`config.mk`:
```
export PLATFORM = sky130hd
export DESIGN_NAME = stack_unload
export DESIGN_NICKNAME = d
export VERILOG_FILES = /design/src/rtl/stack_unload.sv
export SDC_FILE = /design/constraint.sdc
export NUM_CORES = 1
export LEC_CHECK = 0
export ABC_CLOCK_PERIOD_IN_PS = 2100
export BUFFER_PORTS_ARGS = -buffer_cell sky130_fd_sc_hd__buf_4
export CAP_MARGIN = 15
export CORE_MARGIN = 2
export CORE_UTILIZATION = 25
export DETAILED_ROUTE_END_ITERATION = 12
export SKIP_LAST_GASP = 1
export SYNTH_ARGS = -nofsm -noshare
export SYNTH_HDL_FRONTEND = slang
export SYNTH_SLANG_ARGS = --single-unit
```
`constraint.sdc`:
```
create_clock -name clk -period 2.1 [get_ports clk]
set_input_delay 0.21 -clock clk [delete_from_list [all_inputs] [get_ports clk]]
set_output_delay 0.21 -clock clk [all_outputs]
set_load 0.005 [all_outputs]
```
`src/rtl/stack_unload.sv`:
```
// Stack drain engine: pops up to min(count, depth) words, top first, and
// streams each one out on a valid/ready interface.
module stack_unload #(
    parameter int saddr_width = 8,
    parameter int width       = 16
) (
    input  logic                   clk,
    input  logic                   reset,
    input  logic                   start,
    input  logic [saddr_width:0]   count,
    input  logic [saddr_width:0]   stk_depth,
    output logic                   busy,
    output logic                   done,
    output logic [width-1:0]       stk_d,
    output logic                   stk_dec,
    output logic                   stk_change,
    output logic                   stk_update,
    input  logic [width-1:0]       stk_q,
    output logic [width-1:0]       out_data,
    output logic                   out_valid,
    input  logic                   out_ready
);

    typedef enum logic [1:0] {
        S_IDLE,
        S_LOAD,
        S_SEND,
        S_DONE
    } state_t;

    localparam logic [saddr_width:0] REM_ONE = {{saddr_width{1'b0}}, 1'b1};

    state_t               r_state;
    state_t               w_state_next;
    logic [saddr_width:0] r_rem;
    logic [saddr_width:0] w_rem_next;
    logic [saddr_width:0] w_n;
    logic [width-1:0]     r_out_data;
    logic [width-1:0]     w_out_data_next;
    logic                 r_out_valid;
    logic                 w_out_valid_next;
    logic                 w_hs;
    logic                 w_pop;

    // Clamp the request to the live depth so no pop ever runs past empty.
    assign w_n  = (count < stk_depth) ? count : stk_depth;
    assign w_hs = r_out_valid & out_ready;

    always_comb begin
        w_state_next     = r_state;
        w_rem_next       = r_rem;
        w_out_data_next  = r_out_data;
        w_out_valid_next = r_out_valid;
        w_pop            = 1'b0;
        case (r_state)
            S_IDLE: begin
                if (start) begin
                    if (w_n != '0) begin
                        w_state_next = S_LOAD;
                        w_rem_next   = w_n;
                    end else begin
                        w_state_next = S_DONE;
                    end
                end
            end
            S_LOAD: begin
                w_out_data_next  = stk_q;
                w_out_valid_next = 1'b1;
                w_pop            = 1'b1;
                w_state_next     = S_SEND;
            end
            S_SEND: begin
                // Pop and capture happen together: the popped word shows on
                // stk_q next cycle, exactly when the next capture is due.
                if (w_hs) begin
                    if (r_rem > REM_ONE) begin
                        w_out_data_next = stk_q;
                        w_rem_next      = r_rem - REM_ONE;
                        w_pop           = 1'b1;
                    end else begin
                        w_out_valid_next = 1'b0;
                        w_rem_next       = '0;
                        w_state_next     = S_DONE;
                    end
                end
            end
            S_DONE: begin
                w_state_next = S_IDLE;
            end
            default: begin
                w_state_next = S_IDLE;
            end
        endcase
    end

    always_ff @(posedge clk) begin
        if (reset) begin
            r_state     <= S_IDLE;
            r_rem       <= '0;
            r_out_data  <= '0;
            r_out_valid <= 1'b0;
        end else begin
            r_state     <= w_state_next;
            r_rem       <= w_rem_next;
            r_out_data  <= w_out_data_next;
            r_out_valid <= w_out_valid_next;
        end
    end

    assign busy       = (r_state == S_LOAD) || (r_state == S_SEND);
    assign done       = (r_state == S_DONE);
    assign stk_change = w_pop;
    assign stk_dec    = w_pop;
    assign stk_d      = '0;
    assign stk_update = 1'b0;
    assign out_data   = r_out_data;
    assign out_valid  = r_out_valid;

endmodule

```
# After elaboration in Yosys (flattened, before gate mapping)
# Cells that the tools add are included.
[classes] n_eq_ne=8 n_reduce_logical=9 mux=20 add_sub_neg=1 n_lt_le_gt_ge=2 bitwise_logic=1
[ops] op="9-bit two-way mux" count=5
[ops] op="16-bit two-way mux" count=2
[ops] op="16-bit one-hot mux with 2 select lines" count=1
[ops] op="9-bit one-hot mux with 2 select lines" count=1
[ops] op="2-bit != test (second input constant)" count=5
[ops] op="9-bit by 1-bit > comparator with 1-bit output (second input constant)" count=1
[ops] op="9-bit < comparator" count=1
[ops] op="3-bit AND reduction" count=3
[ops] op="9-bit nonzero test" count=1
[ops] op="9-bit by 1-bit subtractor with 9-bit output (second input constant)" count=1
[ops] op="2-bit two-way mux" count=4
[ops] op="2-bit one-hot mux with 4 select lines" count=1
[ops] op="2-bit == test (second input constant)" count=2
[ops] op="1-bit two-way mux" count=4
[ops] op="1-bit one-hot mux with 2 select lines" count=2
[ops] op="4-bit AND reduction" count=1
[ops] op="2-bit nonzero test" count=2
[ops] op="2-bit by 1-bit == test with 1-bit output (second input constant)" count=1
[ops] op="2-bit logical NOT" count=1
[ops] op="1-bit bitwise AND" count=1
[ops] op="1-bit logical OR" count=1
[word_totals] wordCells=45 regBits=28 in_bits=38

# Logic depth before layout (Yosys ltp)
[depth] depth_word=6 ltp_mapped=9

# Worst setup path after synthesis
# No wires, ideal clock.
[synth_path] path_kind="register to register" start="reg r_state[0]" end="reg r_rem[0]" slack_ns=0.069 stages_incl_launch_ff=10 setup_ns=0.122 t_arrival_ns=1.909 t_required_ns=1.978 synth_period_minus_slack_ns=2.031 cell_sequence="dfxtp_1 -> inv_1 -> ha_1 -> nand2b_1 -> a21boi_0 -> a21oi_1 -> and3_4 -> or2_1 -> buf_6 -> o311a_1"
[synth_between] elab_chain_cells=3
[synth_lines] element="start, declared" line_no="33" source="state_t r_state;"
[synth_lines] element="start signal, assigned" line_no="103" source="r_state <= w_state_next;"
[synth_lines] element="2-bit == test / 2-bit logical NOT (equally long branches)" line_no="55" source="case (r_state)"
[synth_lines] element="2-bit != test (no line) / 2-bit nonzero test (equally long branches)"
[synth_lines] element="4-bit AND reduction (no line)"
[synth_lines] element="end signal, assigned" line_no="104" source="r_rem <= w_rem_next;"
[synth_lines] element="end, declared" line_no="35" source="logic [saddr_width:0] r_rem;"
# Parallel ways exist; a longest one is shown, timed or not.
# A chain may end at the register's enable or synchronous reset.

# Final worst setup path
[layout_path] start="reg r_state[0]" end="reg r_rem[4]"
# Same word-level chain as after synthesis.

==> flow_summary.json <==
{
  "drive_above_1_share_pct": 35.9,
  "synth-edff-count": 0,
  "p_total_mw": 3.06,
  "crit_fanout": 10,
  "die_y_um": 95.0,
  "synthXorXnorAreaFrac_pct": 0,
  "crit_path_start_kind": "flop",
  "die_area_mm2": 0.00902,
  "slew_violations": 0,
  "final-hold-violation-count": 0,
  "yosys-top-cells-area": "dfxtp_1 27%, ha_1 9.1%, mux2i_1 7.7%",
  "ys_seq_area_share_pct": 27.1,
  "path_class": "flop to flop",
  "core_mm2": 0.00813,
  "cap_violations": 0,
  "n_fill_cell": 861,
  "synth_ff_type": "dfxtp_1",
  "reg2reg_from": "r_state[0]$_SDFFE_PP0P_",
  "clkTransAtPathRegs_ns": 0.10,
  "clock-sinks": 28,
  "yosys_warnings": 0,
  "first_pass_iters": 4,
  "fmax_mhz": 513,
  "synth-simple-area-share_pct": 19.9,
  "grt_pass1_wl_um": 8530,
  "gr-total-overflow": 0,
  "cts_made_buffers": 3,
  "netlist_instances": 240,
  "required_ns": 2.26,
  "track_usage_pct": 11.8,
  "tritoncts": "yes",
  "nets": 363,
  "routedWlPerCell_um": 12.8,
  "ioPinCount": 76,
  "min_period_ns": 1.95,
  "hold_start": "stk_q[2]",
  "worstSetupEndpointType": "flop",
  "antenna_found_initial": 0,
  "worstPathBufferInverterCount": 4,
  "power_density_mw_per_mm2": 1100,
  "postLayoutCellArea_mm2": 0.00277,
  "synth_top_area_share_pct": 27.1,
  "initial_core_util_pct": 25.4,
  "timing.setup.tns_ns": 0,
  "routed_wl_um": 5290,
  "synthAdderAreaFrac_pct": 9.07,
  "clock_path_buffers": 2,
  "status": "complete, no violations",
  "crit_family": "compound AO/OA/AOI/OAI gates",
  "cts_max_level": 1,
  "hp-class": "input pin to flop",
  "root_buffer": "clkbuf_8",
  "path_common_cell": "buf_4",
  "crit_path_start": "r_state[0]$_SDFFE_PP0P_",
  "vias": 1956,
  "rsz0062_at_grt": "false",
  "syn-cell-area_mm2": 0.00207,
  "muxShareOfSynthArea_pct": 7.74,
  "worstSkewPairLatency_ns": 0.28,
  "die_w_um": 95.0,
  "post-cts-setup-buffers": 0,
  "cpMaxStageDelayCell": "o311ai_1",
  "synth_top_area_cell": "dfxtp_1",
  "drc": 0,
  "async_flop_share_pct": 0,
  "layout_worst_path_cycle_share_pct": 92.8,
  "dp_hpwl_um": 4220,
  "synth_top_family_by_area": "compound AO/OA/AOI/OAI gates",
  "crit_path_cell_trace": "inv_1 -> buf_4 -> ha_2 -> nand2b_1 -> a21boi_1 -> buf_4 -> a21oi_1 -> and3_4 -> buf_6 -> o311ai_1 -> o31ai_2",
  "synth-compound-area-share_pct": 22.6,
  "rows": 33,
  "critPathMaxStageDelay_ns": 0.33,
  "crit_arrival_ns": 2.11,
  "leakagePower_nw": 1.25,
  "ir_drop_uv": 477,
  "synthTopCellsByCount": "30 x nor2_1, 28 x dfxtp_1, 20 x buf_4",
  "final_util_pct": 34.1,
  "ys_seq_elements": 28,
  "port_buffers": 58,
  "drtAntennaViolNets": 0,
  "dr.first_iter.drc_count": 95,
  "finalSetupViolations": 0,
  "n_antenna_cell": 0,
  "avgViaCountPerCell": 4.72,
  "syn_to_final_growth_pct": 34.0,
  "synthDistinctLibCells": 53,
  "holdWs_ns": 0.158,
  "postPlaceCellArea_mm2": 0.00265,
  "grt_pass1_vias": 1835,
  "gp_congestion": 0.880,
  "fin_worst_skew_ns": 0.00585,
  "synth.most_common_cell": "nor2_1",
  "grt_max_degree": 26,
  "avgSynthCellArea_um2": 8.62
}
## timing repair
action                                  4_1_cts  5_1_grt
endpoints found under the setup margin        1        9
hold buffers                                  0        0
resized for setup                             1       10
## path summary, 6_finish.rpt
check	slack, ns	depth (start not counted)	to
setup reg to reg	0.15	11	r_rem[4]$_SDFFE_PP0P_
hold reg to reg	0.50	2	out_data[12]$_SDFFE_PP0P_
hold / removal	0.16	3	out_data[2]$_SDFFE_PP0P_
setup / recovery	0.15	11	r_rem[4]$_SDFFE_PP0P_
## registers in the layout, summed over array words and instances, names as in the netlist
name       count
out_data      16
r_state        2
r_rem          9
out_valid      1
## layer usage
| metal | GRT usage [%] | vias to the layer above | wire (um) |
|---|---|---|---|
| li1 | - | 983 | - |
| met5 | 0 | - | 0 |
| met1 | 15.3 | 907 | 2480 |
| met4 | 2.05 | 0 | 53 |
| met2 | 20.6 | 60 | 2530 |
| met3 | 2.15 | 6 | 231 |
## power by group
group / leakage, nW / internal (mW) / total [mW] / switching (mW)
Clock: 0.0357 / 0.255 / 0.427 / 0.171
Sequential: 0.230 / 0.701 / 0.833 / 0.131
Combinational: 0.983 / 0.892 / 1.80 / 0.908
Total: 1.25 / 1.85 / 3.06 / 1.21
## metrics by stage
| stage | instances | worst slack [ns] |
|---|---|---|
| finish | 414 | 0.151 |
| global placement | 410 | -0.0154 |
| detailed placement | 410 | -0.0590 |
| global route | 414 | 0.000163 |
| CTS | 414 | 0.0109 |
| floorplan | 256 | 0.0689 |
## tightest hold or removal path: cells and delay by family
family,cells,cell delay (ns)
muxes,1,0.05
and+or+nand+nor,1,0.07
buffers and inverters,1,0.07
## final cells by class
cell class	count	area, um2	area share, %
clock buffer	3	41.3	1.49
clock inverter	1	30.0	1.08
inverter	14	52.6	1.89
sequential	28	561	20.2
tap	105	131	4.74
multi-input combinational	183	1340	48.4
timing repair buffer	80	617	22.2
## cells in the final DEF, fill, tap and decap left out, drive strengths merged, types with 2 or more instances in the layout
cell / Yosys / final
nand2b: 2 / 2
and3: 2 / 2
nand4: 2 / 2
nor2: 31 / 31
nor4: 3 / 3
o31ai: 5 / 5
clkbuf: 4 / 3
o21ai: 8 / 8
dfxtp: 28 / 28
and4: 4 / 4
conb: 1 / 17
nor3b: 3 / 3
buf: 27 / 80
a21oi: 15 / 15
nand2: 9 / 9
mux2i: 16 / 16
ha: 15 / 15
nor3: 7 / 7
o211ai: 3 / 3
o311ai: 6 / 6
nand3: 6 / 6
inv: 14 / 14
a311oi: 6 / 6
a21o: 2 / 2
o41ai: 2 / 2
a31oi: 2 / 2
o311a: 3 / 3
or2: 2 / 2
## cells by family (layout without fill, tap and decap cells)
family | Yosys count | after routing
adder cells (fa/ha/maj) | 15 | 15
AND/OR/NAND/NOR | 75 | 75
buffers and inverters | 45 | 98
multiplexers | 16 | 16
AO/OA/AOI/OAI | 60 | 60
other | 1 | 17
flip-flops | 28 | 28
No activity file was read; power rests on OpenSTA's default activity.
